[config.mk]
export PLATFORM = sky130hd
export DESIGN_NAME = mem_cmd_scheduler
export DESIGN_NICKNAME = d
export VERILOG_FILES = /design/src/rtl/mem_cmd_scheduler.sv
export SDC_FILE = /design/constraint.sdc
export NUM_CORES = 1
export LEC_CHECK = 0
export CAP_MARGIN = 0
export CELL_PAD_IN_SITES_DETAIL_PLACEMENT = 0
export CELL_PAD_IN_SITES_GLOBAL_PLACEMENT = 1
export CORE_AREA = 2 2 241 243
export CTS_BUF_LIST = sky130_fd_sc_hd__clkbuf_16
export DETAILED_ROUTE_END_ITERATION = 8
export DIE_AREA = 0 0 243 245
export PLACE_DENSITY_LB_ADDON = 0.1
export SYNTH_ARGS = -nofsm -noshare
export SYNTH_HDL_FRONTEND = slang
export SYNTH_SLANG_ARGS = --single-unit
[constraint.sdc]
create_clock -name clk_i -period 2 [get_ports clk_i]
set_input_delay 0.6 -clock clk_i [delete_from_list [all_inputs] [get_ports clk_i]]
set_output_delay 0.6 -clock clk_i [all_outputs]
set_load 0.1 [all_outputs]
[src/rtl/mem_cmd_scheduler.sv]
// mem_cmd_scheduler: round-robin write/read command scheduler onto one Avalon-MM master with read-credit limiting
// clk_i, rst_n_i                     : clock, asynchronous active-low reset
// wr_valid_i/wr_addr_i/wr_data_i     : write command offer; wr_ready_o accepts it
// rd_valid_i/rd_addr_i               : read command offer; rd_ready_o accepts it
// avm_*                              : Avalon-MM master, driven straight from the command register
// rd_data_o/rd_data_valid_o          : read beats delayed by one cycle
// outstanding_o, idle_o, unexp_rdv_o : read credits, idle status, sticky unexpected-readdatavalid flag
module mem_cmd_scheduler #(
   parameter int ADDR_W = 31,
   parameter int DATA_W = 128,
   parameter int MAX_OUTSTANDING = 8,
   localparam int CW = $clog2(MAX_OUTSTANDING + 1)
) (
   input  logic              clk_i,
   input  logic              rst_n_i,
   input  logic              wr_valid_i,
   input  logic [ADDR_W-1:0] wr_addr_i,
   input  logic [DATA_W-1:0] wr_data_i,
   output logic              wr_ready_o,
   input  logic              rd_valid_i,
   input  logic [ADDR_W-1:0] rd_addr_i,
   output logic              rd_ready_o,
   output logic [ADDR_W-1:0] avm_address_o,
   output logic              avm_write_o,
   output logic              avm_read_o,
   output logic [DATA_W-1:0] avm_writedata_o,
   input  logic              avm_waitrequest_i,
   input  logic              avm_readdatavalid_i,
   input  logic [DATA_W-1:0] avm_readdata_i,
   output logic [DATA_W-1:0] rd_data_o,
   output logic              rd_data_valid_o,
   output logic [CW-1:0]     outstanding_o,
   output logic              idle_o,
   output logic              unexp_rdv_o
);
   typedef enum logic {WR = 1'b0, RD = 1'b1} cmd_e;
   localparam logic [CW-1:0] MAX_C = CW'(MAX_OUTSTANDING);
   cmd_e              type_q, last_q;
   logic              cmd_vld_q, rdv_q, unexp_q;
   logic [ADDR_W-1:0] addr_q;
   logic [DATA_W-1:0] data_q, rdata_q;
   logic [CW-1:0]     cred_q, cred_d;
   logic              slot_free, rd_elig, gnt_wr, gnt_rd, dec;
   // a write wins unless a read is also eligible and the last grant was a write
   always_comb begin
      slot_free = !cmd_vld_q | !avm_waitrequest_i;
      rd_elig   = slot_free & (cred_q < MAX_C);
      gnt_wr    = wr_valid_i & slot_free & (!(rd_valid_i & rd_elig) | (last_q == RD));
      gnt_rd    = rd_valid_i & rd_elig & !gnt_wr;
      dec       = avm_readdatavalid_i & (cred_q != '0);
      cred_d    = cred_q + CW'(gnt_rd) - CW'(dec);
   end
   always_ff @(posedge clk_i or negedge rst_n_i) begin
      if (!rst_n_i) begin
         cmd_vld_q <= 1'b0;
         type_q    <= WR;
         last_q    <= RD;
         addr_q    <= '0;
         data_q    <= '0;
         cred_q    <= '0;
         unexp_q   <= 1'b0;
         rdv_q     <= 1'b0;
         rdata_q   <= '0;
      end else begin
         if (gnt_wr | gnt_rd) begin
            cmd_vld_q <= 1'b1;
            type_q    <= gnt_rd ? RD : WR;
            last_q    <= gnt_rd ? RD : WR;
            addr_q    <= gnt_rd ? rd_addr_i : wr_addr_i;
         end else if (!avm_waitrequest_i) begin
            cmd_vld_q <= 1'b0;
         end
         if (gnt_wr) data_q <= wr_data_i;
         cred_q  <= cred_d;
         unexp_q <= unexp_q | (avm_readdatavalid_i & (cred_q == '0));
         rdv_q   <= avm_readdatavalid_i;
         rdata_q <= avm_readdata_i;
      end
   end
   assign wr_ready_o      = gnt_wr;
   assign rd_ready_o      = gnt_rd;
   assign avm_address_o   = addr_q;
   assign avm_writedata_o = data_q;
   assign avm_write_o     = cmd_vld_q & (type_q == WR);
   assign avm_read_o      = cmd_vld_q & (type_q == RD);
   assign rd_data_o       = rdata_q;
   assign rd_data_valid_o = rdv_q;
   assign outstanding_o   = cred_q;
   assign idle_o          = !cmd_vld_q & (cred_q == '0);
   assign unexp_rdv_o     = unexp_q;
endmodule

==> impl_results.md <==
- Total grt overflow: 0
- R2R Setup Slk: -170 ps
- Internal Power: 19.3 mW
- Crit path launch: outstanding_o[2]
- Critical Path Fanout Max: 2
- Power density cells: 1630 nW/um^2
- Mapped Cells: 551
- Drt total wl: 45300 um
- Layout cells sized above 1: 0.431
- Final instance area: 22400 sq um
- CP endpoint kind: primary output
- F_max: 413 MHz
- Worst vdd ir: 1.01 mV
- Worst hold path class: in -> reg
- Drt pass-1 iters: 4
- Avg Cell Area, Syn: 17.9 sq um
- Routed vias/inst: 3.71
- Synth Cell Area: 9860 sq um
- Max-slew headroom: 0.701
- Skew-Pair Late Insertion Delay: 540 ps
- Gpl congestion: 0.778
- Number of routed nets with antenna violations: 0
- Crit start category: flip-flop
- Total track usage: 0.142
- HPWL Detailed: 33600 um
- Setup crit end: idle_o
- Crit path cell chain: inv_4 -> ha_4 -> and3_4 -> buf_6 -> nor2b_4 -> buf_12
- Leak: 9.76 nW
- Core box area: 57000 sq um
- Clock share of power: 0.182
- Worst path bufs/invs: 3
- Seq pwr share: 0.244
- Sequential Area: 7420 sq um
- Area after DPL: 20300 sq um
- Minimum clock period: 2420 ps
- Starting Density: 0.173
- Final net count: 1582
- Largest net degree at the start of global routing: 63
- Area of the multi-input gates: 2620 sq um
- # DRC: 0
- Clock Skew: 19.2 ps
- Setup-failing EPs final: 34
- Critical path class: reg -> out
- CTS tree: done
- Commonest non-fill, non-tap cell in the layout: clkdlybuf4s50_1
- Max cap viols: 0
- Die Area: 59500 sq um
- Final Hold Viols: 0
- Cell count of the worst reg-to-reg path: 11
- Hold depth: 1
- RSZ-0062 raised after global routing: true
- NetSw: 17.2 mW
- Crit path max-delay family: flip-flops
- Pins Over Slew Limit: 0
- Cell Count, Final, Fillers Out: 2053
- Worst path depth: 6
- Status: complete, but fails checks
- Clock transition at path regs: 60 ps
- Vias in the first global route: 8314
- R2R Path End: outstanding_o[1]
- H-tree levels: 2
- CP max stage cell: dfrtp_4
- Most frequent cells in the layout: 322 x clkdlybuf4s50_1, 307 x buf_12, 291 x dfrtp_1
- Total chip power: 36.5 mW
- Synth warnings: 0
- Sequential area share after synthesis: 0.752
- Sw Ratio: 0.471
- Die W: 243 um
- CP arrival: 1820 ps
- Worst-margin pin slew: 449 ps
- FILL cells: 5360
- Placed cells: 1951
- #FFs+latches synth: 296
- Ports: 622
- Final WS setup: -423 ps
- Clock buffer count from CTS: 39
- Final worst-path cycle share: 1.21
- Clock root buffer: clkbuf_16
- Synth-to-layout area growth: 127%
- Die height: 245 um
- CP max stage delay: 490 ps
- Vias: 7620
- Iter 0 DRT Violations: 198
- Post-DR wirelength/cell: 22.0 um
- Synthesized net count: 881
- First-pass GRT wire length: 61000 um
- Floorplan row count: 88
- Failing checks: negative setup slack
- Comb pwr share: 0.574
- Crit path required time: 1400 ps
- Clk buf depth: 3
- Distinct cell type count after synthesis: 25
- Initial antenna violation count: 12
- Clk sinks: 296
- IO buf count: 621
- Worst reg2reg startpoint: outstanding_o[2]
==> state kept, by name, summed over array words and instances, names as in the netlist <==
register / cells
avm_address_o: 31
avm_writedata_o: 128
cmd_vld_q: 1
last_q: 1
outstanding_o: 4
rd_data_o: 128
rd_data_valid_o: 1
type_q: 1
unexp_rdv_o: 1
==> layer usage <==
layer	global-route usage	part of all wire	wire [um]
met2	0.248	0.52	23600
met4	0.0435	0.023	1040
met1	0.149	0.35	15700
met5	0	0.0022	100
met3	0.0751	0.10	4750
==> repair_timing <==
item                                   CTS  global route
hold buffers                             1             0
gates resized for setup                 46            77
gates cloned                             0            16
buffers inserted                         9             3
setup endpoints to repair                9           147
pin swaps                                8             4
endpoints found under the hold margin   17             0
==> layout make-up <==
type | instances | share of cell area
sequential | 296 | 0.331
tap | 765 | 0.0427
clock inverter | 31 | 0.00877
inverter | 8 | 0.00156
clock buffer | 40 | 0.0447
multi-input combinational | 219 | 0.117
timing repair buffer | 688 | 0.454
antenna | 6 | 0.000670
==> power by group through the flow <==
stage / logic, mW / clock network, mW / registers [mW]
2_1_floorplan: 1.87 / 0 / 18.2
3_3_place_gp: 20.0 / 0 / 8.92
3_5_place_dp: 20.0 / 0 / 8.94
4_1_cts: 20.3 / 6.99 / 8.89
5_1_grt: 21.5 / 7.22 / 9.09
6_report: 21.0 / 6.66 / 8.91
==> worst register-to-register path, delay by kind of cell (launching register included) <==
family | cells | cell delay, ps
adders and majority gates | 4 | 1050
buffers and inverters | 5 | 320
DFF | 1 | 490
and+or+nand+nor | 2 | 210
==> worst min path at each step <==
| stage | from | end | slack [ps] |
|---|---|---|---|
| finish | avm_readdata_i[41] | rd_data_o[41] | 480 |
| global route | avm_readdata_i[41] | rd_data_o[41] | 450 |
| CTS | avm_readdata_i[19] | rd_data_o[19] | 430 |
| detailed placement | rst_n_i | avm_writedata_o[122] | 500 |
| global placement | rst_n_i | avm_writedata_o[122] | 500 |
| floorplan | rst_n_i | avm_address_o[0] | 300 |
==> logic make-up after synthesis <==
logic type               Yosys count  synth area share
AO/OA/AOI/OAI                     38            0.0363
XOR/XNOR                           2           0.00178
adder cells (fa/ha/maj)            6           0.00838
buffers and inverters             36            0.0232
flip-flops                       296             0.752
multiplexers                     128             0.146
AND/OR/NAND/NOR                   45            0.0324
==> synth_stat cells <==
master / number / area share
a21bo_1: 1 / 0.0010
a21o_1: 3 / 0.0023
a21oi_1: 2 / 0.0010
a221o_1: 31 / 0.031
and2_1: 1 / 0.00064
and3_1: 2 / 0.0013
buf_2: 9 / 0.0046
buf_6: 11 / 0.013
clkbuf_1: 8 / 0.0030
dfrtp_1: 295 / 0.75
dfstp_2: 1 / 0.0027
fa_1: 1 / 0.0020
ha_1: 5 / 0.0063
inv_1: 8 / 0.0030
mux2_1: 100 / 0.11
mux2_2: 28 / 0.032
nand2_1: 3 / 0.0011
nor2_1: 2 / 0.00076
nor2_4: 1 / 0.0011
nor2b_1: 4 / 0.0025
nor3b_1: 31 / 0.024
nor3b_2: 1 / 0.0013
o21ai_0: 1 / 0.00051
xnor2_1: 1 / 0.00089
xor2_1: 1 / 0.00089
==> through the flow <==
step           TNS (ps)  worst slack (ps)  hold slack (ps)  utilization
2_1_floorplan      -711              -204              304            -
3_3_place_gp     -55540              -404              500        0.355
3_5_place_dp     -59240              -423              497        0.355
4_1_cts           -8070              -468              432        0.381
5_1_grt           -7030              -493              446        0.393
6_report          -2160              -423              483        0.393
Power figures use the tool's default switching activity.
==> variant (same flow settings) <==
Reset style: synchronous (`rst_n_i`), changed in one clocked block. Comments in the files are not updated.
--- a/src/rtl/mem_cmd_scheduler.sv
+++ b/src/rtl/mem_cmd_scheduler.sv
@@ -52,3 +52,3 @@
    end
-   always_ff @(posedge clk_i or negedge rst_n_i) begin
+   always_ff @(posedge clk_i) begin
       if (!rst_n_i) begin
Formal check against the unedited RTL: differs if rst_n_i is asserted again (counterexample within 4 cycles, from zero or initial values and one cycle with rst_n_i low); with rst_n_i held inactive, the same outputs for 4 cycles.
==> variant against the original RTL <==
- the run still ends with setup timing left
- design area rose by 2.0%
- sequential share of layout area fell by 7.1 points
- largest cell class unchanged
- critical path type unchanged
- area after synthesis grew 14%
- wire length grew 20%
- clock skew increased by 0.011 ns
- sequential cell count stayed put
- die area is the same
- fmax up 3.2%
- setup slack gained 0.075 ns
Power is not compared: it rests on default switching activity, and its combinational part moved more than twofold at a synthesized area within 25%.
==> variant: results (changes against the original RTL) <==
met1 WL 19.9 mm (+26%); fill count 5549 (+3.5%); Antenna Cells 2 (-4); setup_tns -0.854 ns (+1.30 ns); M3 GR Usage 7.17% (-0.34 points); proportion of cell area occupied by multi-input gates 20.5% (+8.8 points); post-cts sizing count 16 (-65%); Yosys warnings 0 (unchanged); routed wire length on met2 28.5 mm (+21%); Non-CTS buffers 693 (+0.73%); Max-slew headroom 70.8% (+0.69 points); Seq area share 26.0% (-7.1 points); met1 usage 18.6% (+3.8 points); clock-pin transition on the worst setup and hold timing paths 0.06 ns (about the same); failing checks setup timing; #MultiIn Comb 708 (+220%); Clock group 0.00636 W; vias post-DR 10844 (+42%); Reg-to-Reg Start outstanding_o[3]; hpwl dp 40.9 mm (+22%); port bufs 621 (unchanged); cell count after synthesis 1128 (+100%); async set-reset flop share out of synthesis 0% (-100 points); global-route wire length before repair 78.4 mm (+28%); CTS Buf Count 39 (unchanged); WP data arrival 1.75 ns (-0.07 ns); DR WL/cell 21.4 µm (-3.1%); routability cong. 0.752 (-3.3%); pin count of the biggest net entering global routing 60 (-4.8%); setup ws final -0.348 ns (+0.0751 ns); Seq/Total Area, Yosys 52.8% (-22 points); skew final 0.0298 ns (+0.0107 ns); syn nets 1458 (+65%); most frequent cells after synthesis dfxtp_1, and2_1, o21ai_0, a21oi_1, nand3_2; Non-clock buffer share 44.2% (-1.2 points); Seq Cell Count 296 (unchanged); Detailed Routing Iterations Pass 1 6 (+2); initial antenna violation count 5 (-7); clock-cell share of area 4.95% (-0.40 points); GRT met2 Usage 32.3% (+7.6 points); HP Start rst_n_i; synth unique cells 35 (+40%); Total GRT Usage 17.7% (+3.4 points); DR iter-0 viols 432 (+120%); nets 2076 (+31%); postcts setup bufs 3 (-6); share of layout cells above drive strength 1 31.9% (-11 points); dpl ws -0.454 ns (-0.0311 ns); # setup viols final 3 (-91%); worst skew pair latency 0.56 ns (+0.02 ns); outcome complete, but fails checks; Synth area leaders dfxtp_1, nand3_2, and2_1, o21ai_0, a21oi_1; detailed-route wire length 54.3 mm (+20%); DRC Markers 0 (unchanged); Met3 Wirelength 4.86 mm (+2.5%)
[variant: stage by stage]
stage          util (%)  cell area (µm²)
2_1_floorplan         -            11300
3_3_place_gp       38.0            21600
3_5_place_dp       38.0            21600
4_1_cts            40.1            22800
5_1_grt            40.1            22900
6_report           40.1            22900
[variant: cells by family after synthesis]
logic type	Yosys count	synth area share (%)
AO/OA/AOI/OAI	326	16.5
XOR/XNOR	1	0.0781
adder cells (fa/ha/maj)	6	0.736
buffers and inverters	124	6.41
flip-flops	296	52.8
multiplexers	1	0.0892
AND/OR/NAND/NOR	374	23.4
[variant: worst max-delay path: stages, from the launching register on]
cell     delay [ns]
dfxtp_4        0.35
inv_4          0.05
ha_4           0.12
nor3b_4        0.19
buf_4          0.14
nor2b_4        0.15
buf_12         0.18
[variant: path summary, 6_finish.rpt]
kind	endpoint	cells past startpoint	slack, ns
min reg2reg	avm_writedata_o[80]	2	0.51
max reg2reg	outstanding_o[2]	11	0.03
max	idle_o	6	-0.35
min	rd_data_o[8]	2	0.45
